**config.mk**
```make
export PLATFORM = sky130hd
export DESIGN_NAME = pc_unit
export DESIGN_NICKNAME = d
export VERILOG_FILES = /design/src/rtl/pc_pkg.sv /design/src/rtl/br_cond_eval.sv /design/src/rtl/pc_unit.sv
export SDC_FILE = /design/constraint.sdc
export NUM_CORES = 1
export LEC_CHECK = 0
export CAP_MARGIN = 40
export CORE_MARGIN = 2
export CORE_UTILIZATION = 50
export DETAILED_ROUTE_END_ITERATION = 10
export PLACE_DENSITY = 0.86
export SLEW_MARGIN = 15
export SYNTH_ARGS = -nofsm -noshare
export SYNTH_HDL_FRONTEND = slang
export SYNTH_SLANG_ARGS = --single-unit
```
**constraint.sdc**
```tcl
create_clock -name clk -period 4.4 [get_ports clk]
set_input_delay 0.88 -clock clk [delete_from_list [all_inputs] [get_ports clk]]
set_output_delay 0.88 -clock clk [all_outputs]
set_load 0.02 [all_outputs]
```
**src/rtl/pc_pkg.sv**
```systemverilog
// Shared types for the program-counter block: condition codes, FSM states
// and the bit positions of the {Z,V,N} flag vector.
package pc_pkg;

  typedef enum logic [2:0] {
    COND_NEQ    = 3'b000,
    COND_EQ     = 3'b001,
    COND_GT     = 3'b010,
    COND_LT     = 3'b011,
    COND_GTE    = 3'b100,
    COND_LTE    = 3'b101,
    COND_OVFL   = 3'b110,
    COND_UNCOND = 3'b111
  } cond_e;

  typedef enum logic {
    RUN  = 1'b0,
    HALT = 1'b1
  } state_e;

  localparam int Z_IDX = 2;
  localparam int V_IDX = 1;
  localparam int N_IDX = 0;

endpackage

```
**src/rtl/br_cond_eval.sv**
```systemverilog
// Combinational branch-condition decoder; standalone so other pipeline
// stages can evaluate the same condition codes against their own flags.
module br_cond_eval
  import pc_pkg::*;
(
  input  logic [2:0] cond,
  input  logic [2:0] flags,
  output logic       cond_true
);

  logic z, v, n;

  always_comb begin
    z = flags[Z_IDX];
    v = flags[V_IDX];
    n = flags[N_IDX];
    cond_true = 1'b0;
    case (cond_e'(cond))
      COND_NEQ:    cond_true = !z;
      COND_EQ:     cond_true = z;
      COND_GT:     cond_true = !z && !n;
      COND_LT:     cond_true = n;
      COND_GTE:    cond_true = z || (!z && !n);
      COND_LTE:    cond_true = z || n;
      COND_OVFL:   cond_true = v;
      COND_UNCOND: cond_true = 1'b1;
      default:     cond_true = 1'b0;
    endcase
  end

endmodule

```
**src/rtl/pc_unit.sv**
```systemverilog
// Program counter with PC-relative / register branches and a RUN/HALT FSM.
// Define PC_UNIT_BR_STATS_EN to add saturating branch statistics counters.
module pc_unit
  import pc_pkg::*;
#(
  parameter int               PC_W     = 16,
  parameter int               OFF_W    = 9,
  parameter logic [PC_W-1:0]  RESET_PC = '0
) (
  input  logic             clk,
  input  logic             rst,
  input  logic             stall,
  input  logic             br_valid,
  input  logic             br_is_reg,
  input  logic [2:0]       cond,
  input  logic [2:0]       flags,
  input  logic [OFF_W-1:0] offset,
  input  logic [PC_W-1:0]  rs_data,
  input  logic             halt_req,
  output logic [PC_W-1:0]  pc,
  output logic [PC_W-1:0]  pc_inc,
  output logic             br_taken,
  output logic             halted
`ifdef PC_UNIT_BR_STATS_EN
  ,
  output logic [31:0]      br_cnt,
  output logic [31:0]      br_taken_cnt
`endif
);

  state_e          state_q, state_d;
  logic [PC_W-1:0] pc_q, pc_d;
  logic            halted_q, halted_d;

  logic            cond_true;
  logic [PC_W-1:0] off_ext;
  logic [PC_W-1:0] br_target;

  br_cond_eval u_cond (
    .cond      (cond),
    .flags     (flags),
    .cond_true (cond_true)
  );

  // Offset counts 16-bit words, so it is scaled to bytes before the add.
  always_comb begin
    pc_inc    = pc_q + PC_W'(2);
    off_ext   = PC_W'($signed(offset));
    br_target = br_is_reg ? rs_data : (pc_inc + (off_ext << 1));
    br_taken  = br_valid && cond_true && !stall && !halted_q && !halt_req;
  end

  always_comb begin
    state_d  = state_q;
    pc_d     = pc_q;
    halted_d = halted_q;
    if (state_q == RUN && !stall) begin
      if (halt_req) begin
        state_d  = HALT;
        halted_d = 1'b1;
      end else if (br_taken) begin
        pc_d = br_target;
      end else begin
        pc_d = pc_inc;
      end
    end
  end

  always_ff @(posedge clk) begin
    if (rst) begin
      state_q  <= RUN;
      pc_q     <= RESET_PC;
      halted_q <= 1'b0;
    end else begin
      state_q  <= state_d;
      pc_q     <= pc_d;
      halted_q <= halted_d;
    end
  end

  assign pc     = pc_q;
  assign halted = halted_q;

`ifdef PC_UNIT_BR_STATS_EN
  logic [31:0] br_cnt_q, br_cnt_d;
  logic [31:0] br_taken_cnt_q, br_taken_cnt_d;
  logic        br_seen;

  always_comb begin
    br_seen        = br_valid && !stall && !halt_req && (state_q == RUN);
    br_cnt_d       = br_cnt_q;
    br_taken_cnt_d = br_taken_cnt_q;
    if (br_seen && br_cnt_q != '1)
      br_cnt_d = br_cnt_q + 32'd1;
    if (br_taken && br_taken_cnt_q != '1)
      br_taken_cnt_d = br_taken_cnt_q + 32'd1;
  end

  always_ff @(posedge clk) begin
    if (rst) begin
      br_cnt_q       <= '0;
      br_taken_cnt_q <= '0;
    end else begin
      br_cnt_q       <= br_cnt_d;
      br_taken_cnt_q <= br_taken_cnt_d;
    end
  end

  assign br_cnt       = br_cnt_q;
  assign br_taken_cnt = br_taken_cnt_q;
`endif

endmodule

```
Yosys cells after proc, flatten, opt, wreduce, memory -nomap -nowiden
Index checks and enable logic that the tools add are counted.

cells by class
  mux-type cells = 3
  reduce and logical (&&, ||, !) cells = 16
  add/sub/neg operators = 2
  bitwise gates (word level) = 2
  eq/ne operators = 7

operators by type and width
  kind                                                              number
  16-bit two-way mux                                                2
  16-bit adder                                                      1
  16-bit by 2-bit adder with 16-bit output (second input constant)  1
  3-bit == test (second input constant)                             4
  1-bit one-hot mux with 8 select lines                             1
  3-bit by 2-bit == test with 1-bit output (second input constant)  2
  1-bit logical AND                                                 6
  1-bit zero test                                                   5
  2-bit AND reduction                                               2
  3-bit by 1-bit == test with 1-bit output (second input constant)  1
  3-bit zero test                                                   1
  1-bit logical OR                                                  2
  1-bit NOT                                                         2

storage, ports and cells
  output and inout port bits = 34
  flip-flop bits (word level) = 17
  word-level logic and storage cells = 32

Depth between registers and ports, before layout
Gate-level depths: netlist of run 1.

  word-level depth = 9
  depth in mapped cells = 12
  depth with buffers taken out = 12

Cells and area by module
Synthesis of run 1 repeated with hierarchy kept, for this count alone.

unflattened totals
  cells, all modules = 266
  area, all modules = 2013.2 um^2

by module, submodules not included
  module        cells each  area each (um^2)  instances
  pc_unit       255         1936.9            1
  br_cond_eval  11          76.3              1

Least setup slack after synthesis of run 1
OpenSTA, ideal clock, no wires.

  path kind = register to register
  from = reg pc_q[1] (netlist: pc[1])
  to = reg pc_q[14] (netlist: pc[14])
  clock period less this slack = 3.157 ns
  arrival = 3.030 ns
  data required time = 4.273 ns
  cell stages (with the launch flop) = 13
  slack = 1.243 ns
  buffers on the path = 0
  setup time = 0.127 ns
  path through = dfxtp_1 ha_1 and4_4 nor2b_1 nand2_1 xnor2_1 ha_1 a21oi_1 nand2_1 a41oi_1 a2111oi_0 a31oi_1 a31oi_1

on the way
  longest elaborated chain between the ends = 4

ends and longest elaborated chain
  what                                      line           source
  start, declared                           pc_unit.sv:32  logic [PC_W-1:0] pc_q, pc_d;
  start signal, assigned                    pc_unit.sv:76  pc_q <= pc_d;
  16-bit by 2-bit adder with 16-bit output  pc_unit.sv:47  pc_inc = pc_q + PC_W'(2);
  named net pc_inc[9]                       pc_unit.sv:21  output logic [PC_W-1:0] pc_inc,
  16-bit adder                              pc_unit.sv:49  br_target = br_is_reg ? rs_data : (pc_inc + (off_ext << 1));
  16-bit two-way mux                        pc_unit.sv:49
  16-bit two-way mux                        pc_unit.sv:61  end else if (br_taken) begin

The timed path passes the listed nets, and every way through them passes these cells.
A chain may end at the register's enable or synchronous reset.

Final worst setup path of run 1
  from = in cond[1]
  to = out br_taken

on the way
  longest elaborated chain between the ends = 6
  elaborated cells between the ends (all ways) = 13
  those cells by class = eq/ne (7); mux (1); reduce/logical (5)

ends and longest elaborated chain
  what                                       line                source
  start, declared                            pc_unit.sv:15       input logic [2:0] cond,
  3-bit == test (tied with other cells)      br_cond_eval.sv:18  case (cond_e'(cond))
  1-bit one-hot mux with 8 select lines (*)  br_cond_eval.sv:18
  1-bit logical AND (*) (4 in a row)         pc_unit.sv:50       br_taken = br_valid && cond_true && !stall && !halted_q && !halt_req;
  end, declared                              pc_unit.sv:22       output logic br_taken,

Mark *: on every way between the ends. The rest lies on a longest branch, timed or not.

==> reports/metrics.csv, run 1 <==
metric,value,unit
largest net degree at the start of global routing,25,
#FFs+latches synth,17,
nets@finish,409,
post-synth top area cell,dfxtp_1,
status,completed,
synth top area cells,"dfxtp_1 16%, ha_1 10%, a21oi_1 7.0%, nand2_1 4.7%, xor2_1 4.5%",
Core Region,4090,sq um
HPWL Detailed,4900,um
FF-to-FF setup slack,1030,ps
vias,2417,
crit path launch type,input port,
drt initial violations,221,
Slew Limit Fails,0,
Sequential Power Share,34.4,%
initial antenna violation count,0,
clock tree buffer depth,2,
setup violators final,0,
Crit Path Max Fanout,5,
R2R depth,12,
"commonest non-fill, non-tap cell in the layout",clkdlybuf4s50_1,
clock skew,6.22,ps
sum of negative setup slack,0,ps
area grow syn2layout,36.4,%
Hold Path Origin,pc[0]$_SDFFE_PP0P_,
net count after synthesis,342,
share of layout cells above drive strength 1,5.97,%
maximum capacitance violations,0,
post-synthesis cell type count,60,
I/O Buffers,70,
first-pass GRT wire length,10400,um
Pleak,1.13,nW
Hold Path Depth,2,
Inserted Clock Buffers,3,
CP endpoint kind,primary output,
post-CTS setup buffer count,0,
worst-margin pin slew,813,ps
Pre-antenna DRT Iters,5,
Die ar.,4860,sq um
Hold Path Class,flip-flop to flip-flop,
fin cells,402,
Worst VDD drop,0.129,mV
Reg2Reg Launch Point,pc[1]$_SDFFE_PP0P_,
number of synthesized flops with an enable pin,0,
I/O Pins,71,
ys async rst share,0,%
Worst-Skew Late Latency,260,ps
routed vias/inst,6.01,
Post-Synthesis Cell Area,2160,sq um
critical path arrival,2710,ps
GRT Total Usage,25.7,%
GRT Residual Overflow,0,
Combinational Power Share,39.6,%
Yosys top cell area share,15.8,%
number of global-route vias before repair,2270,
CTS-repair resized insts,0,
# DRC,0,
syn_area_per_cell,7.54,sq um
Yosys warning count,0,
Psw,0.000167,W
Setup CP Type,input port to primary output,
CTS Hold Buffers Added,0,
clk root buf,clkbuf_8,
# fillers,348,
clock power share,26.0,%
fin crit share,81.7,%
Pint,0.000315,W
Total Wirelength,6360,um
switch share,34.6,%
Synth Instances,286,
CTS H-tree lvls,1,
Antenna Violating Nets Remaining,0,
GPL Wtd Cong,0.843,
die height,69.7,um
Rel. slew slack,45.6,%
Final Hold Fails,0,
RSZ-0062 raised after global routing,no,
total power,0.000482,W
CTS tree,yes,
"Reg clk slew, reported paths",70,ps
most frequent cells in the layout,"70 x clkdlybuf4s50_1, 30 x a21oi_1, 27 x nand2_1",
Rows,23,
Die X,69.7,um
min Tclk post-route,3590,ps
sequential share of the synthesized area,15.8,%
WL/cell,15.8,um
DP Cell Count,398,
PD cells,164,nW/um^2
worst endpoint required time,3520,ps
end of the worst register-to-register path,pc[12]$_SDFFE_PP0P_,
Initial Util,52.8,%
n_diodes,0,
max frequency,278,MHz
clk sinks,17,
worst hold endpoint,pc[0]$_SDFFE_PP0P_,
prevailing post-synth register cell,dfxtp_1,
synth_stat cells (all sizes together), types with 3 or more instances:
master,number
o21a,3
nor2b,7
xor2,13
nand2,27
a31oi,6
clkbuf,8
a211oi,5
nor3b,4
mux2i,3
ha,18
a21o,3
o21ai,17
nor3,11
and3,4
dfxtp,17
nor2,16
o31ai,3
nand3,7
nand4b,3
buf,4
a41oi,4
o211ai,9
and2,4
inv,16
nand2b,4
xnor2,9
a21oi,31
registers in the layout, indices dropped and copies added (netlist names):
name	cells
halted	1
pc	16
critical path, stage by stage:
cell and delay [ps]:
clkdlybuf4s50_1 570, nor3b_2 90, o311ai_4 290, o2111ai_2 180, inv_2 90, clkdlybuf4s50_1 600
through the flow:
step | setup WS [ps] | util, % | hold slack, ps | area [sq um]
global route | 716 | 72.0 | 508 | 2940
CTS | 810 | 72.0 | 483 | 2940
global placement | 839 | 70.8 | 462 | 2890
detailed placement | 816 | 70.8 | 472 | 2890
floorplan | 1240 | - | 544 | 2160
finish | 806 | 72.0 | 477 | 2940
cell families after synthesis:
family	synth area share [%]
simple gates	25.2
compound gates	30.6
buf+inv	5.45
xor+xnor	10.2
fa+ha+maj	11.4
flops	15.8
mux	1.39
routing by layer:
layer,global-route usage (%),part of all wire (%)
met5,0,0
met4,7.26,2.2
met3,3.63,6.2
met2,45.3,49
met1,32.6,43
area by class of cell:
class                   count  area [sq um]  area share [%]
multi-input cells         241          1700            57.8
repair buffers             74           731            24.8
well taps                  50          62.6            2.13
clock buffers               3          41.3            1.40
flip-flops and latches     17           340            11.6
clock inverters             1          7.51           0.255
inverters                  16          60.1            2.04
how the worst max path moves through the flow:
stage	cells past startpoint	startpoint	slack, ps	end
finish	6	cond[1]	810	br_taken
floorplan	12	pc[1]$_SDFFE_PP0P_	1240	pc[14]$_SDFFE_PP0P_
CTS	6	cond[1]	810	br_taken
global placement	6	cond[1]	840	br_taken
global route	6	pc[1]$_SDFFE_PP0P_	720	pc_inc[9]
detailed placement	6	cond[1]	820	br_taken
power groups by stage:
stage / logic (W) / registers [W] / clock network [W]
final: 0.000191 / 0.000166 / 0.000125
after global routing: 0.000208 / 0.000167 / 0.000132
after CTS: 0.000190 / 0.000166 / 0.000125
after detailed placement: 0.000189 / 0.000169 / 0
after global placement: 0.000184 / 0.000169 / 0
after floorplan: 0.000104 / 0.000174 / 0
Power figures use the tool's default switching activity.
==> run 2: changes to the inputs <==
--- a/config.mk
+++ b/config.mk
@@ -7,9 +7,9 @@
 export LEC_CHECK = 0
 export CAP_MARGIN = 40
 export CORE_MARGIN = 2
-export CORE_UTILIZATION = 50
+export CORE_UTILIZATION = 42
 export DETAILED_ROUTE_END_ITERATION = 10
-export PLACE_DENSITY = 0.86
+export PLACE_DENSITY = 0.77
 export SLEW_MARGIN = 15
 export SYNTH_ARGS = -nofsm -noshare
 export SYNTH_HDL_FRONTEND = slang
==> constraint.sdc (replaced) <==
create_clock -name clk -period 2.9 [get_ports clk]
set_input_delay 0.58 -clock clk [delete_from_list [all_inputs] [get_ports clk]]
set_output_delay 0.58 -clock clk [all_outputs]
set_load 0.02 [all_outputs]
==> reports/metrics.csv, run 2 (synthesis results as in run 1) <==
metric,value,unit
# DRC,0,
Setup Slack @ Placement,-115,ps
Pint,0.000496,W
worst-margin pin slew,411,ps
total power,0.000759,W
switch share,34.6,%
Pleak,1.36,nW
critical path arrival,2240,ps
share of layout cells above drive strength 1,17.6,%
nets@finish,438,
most frequent cells in the layout,"63 x clkdlybuf4s50_1, 33 x buf_4, 28 x a21oi_1",
clock skew,3.56,ps
crit path launch type,flip-flop,
worst endpoint required time,2320,ps
PD cells,230,nW/um^2
Die ar.,5730,sq um
GPL Wtd Cong,0.905,
I/O Buffers,70,
max frequency,354,MHz
Slew Limit Fails,0,
Final Hold Fails,0,
clock tree buffer depth,2,
status,completed,
Total Wirelength,6830,um
Worst-Skew Late Latency,260,ps
number of global-route vias before repair,2409,
Hold Path Class,flip-flop to flip-flop,
Setup CP Type,flip-flop to primary output,
Inserted Clock Buffers,3,
vias,2510,
routed vias/inst,5.57,
Final Util,65.3,%
final setup margin,78.2,ps
n_diodes,0,
GRT Residual Overflow,0,
Initial Util,42.8,%
maximum capacitance violations,0,
Die X,75.7,um
Sequential Power Share,32.9,%
Combinational Power Share,42.2,%
WL/cell,15.1,um
HPWL Detailed,5230,um
area grow syn2layout,52.7,%
# fillers,432,
die height,75.7,um
fin crit share,97.3,%
clk root buf,clkbuf_8,
Pre-antenna DRT Iters,5,
clock power share,24.9,%
Psw,0.000262,W
CP endpoint kind,primary output,
setup violators final,0,
drt initial violations,125,
"Reg clk slew, reported paths",70,ps
"commonest non-fill, non-tap cell in the layout",clkdlybuf4s50_1,
CTS H-tree lvls,1,
Worst VDD drop,0.198,mV
CTS tree,yes,
max reg flops,16,
largest net degree at the start of global routing,27,
first-pass GRT wire length,10800,um
RSZ-0062 raised after global routing,yes,
I/O Pins,71,
initial antenna violation count,0,
clk sinks,17,
Rel. slew slack,72.6,%
min Tclk post-route,2820,ps
Rows,26,
Crit Path Max Fanout,3,
Antenna Violating Nets Remaining,0,
GRT Total Usage,24.6,%
Core Region,5040,sq um
## run 2: what timing repair did
item / in CTS / in global routing
endpoints found under the setup margin: 8 / 8
setup buffers: 0 / 2
cloned: 0 / 0
hold buffers: 0 / 0
gates resized for setup: 8 / 11
pin swaps: 0 / 6
## run 2: worst max-delay path: stages, from the launching register on
cell and delay, ps:
dfxtp_2 340, ha_1 180, and4_4 240, buf_4 110
and4b_4 280, xor2_4 190, clkdlybuf4s50_1 630
## run 2: per-layer routing
layer | wire (um) | GRT usage [%] | vias up | share of wire (%)
met1 | 2850 | 29.6 | 1144 | 42
met2 | 3390 | 43.6 | 94 | 50
li1 | - | - | 1257 | -
met3 | 455 | 5.03 | 15 | 6.7
met5 | 0 | 0 | - | 0
met4 | 138 | 8.19 | 0 | 2.0
## run 2: per-stage QoR
stage               hold WS (ps)  area, sq um  std cells  setup TNS [ps]
floorplan                    511         2200        286               0
global placement             458         3160        445           -86.1
detailed placement           469         3160        445            -181
CTS                          478         3220        449               0
global route                 499         3290        451           -42.6
finish                       473         3290        451               0
## run 2: cell type report
| cell class | instances | area, sq um | share of cell area (%) |
|---|---|---|---|
| multi-input combinational | 241 | 1810 | 55.1 |
| timing repair buffer | 103 | 943 | 28.6 |
| sequential | 17 | 343 | 10.4 |
| tap | 70 | 87.6 | 2.66 |
| inverter | 16 | 60.1 | 1.82 |
| clock buffer | 3 | 41.3 | 1.25 |
| clock inverter | 1 | 5.00 | 0.152 |
## run 2: worst paths after layout
kind / startpoint / depth (start not counted) / end / slack [ps]
max: pc[1]$_SDFFE_PP0P_ / 6 / pc_inc[15] / 80
min: pc[0]$_SDFFE_PP0P_ / 2 / pc[0]$_SDFFE_PP0P_ / 470
max reg2reg: pc[1]$_SDFFE_PP0P_ / 12 / pc[12]$_SDFFE_PP0P_ / 150
min reg2reg: pc[0]$_SDFFE_PP0P_ / 2 / pc[0]$_SDFFE_PP0P_ / 470
## run 2: power by group through the flow
stage / Combinational, W / Sequential (W) / Clock (W)
after CTS: 0.000311 / 0.000249 / 0.000190
after detailed placement: 0.000309 / 0.000255 / 0
after global placement: 0.000303 / 0.000254 / 0
after floorplan: 0.000159 / 0.000265 / 0
final: 0.000320 / 0.000250 / 0.000189
after global routing: 0.000347 / 0.000251 / 0.000202
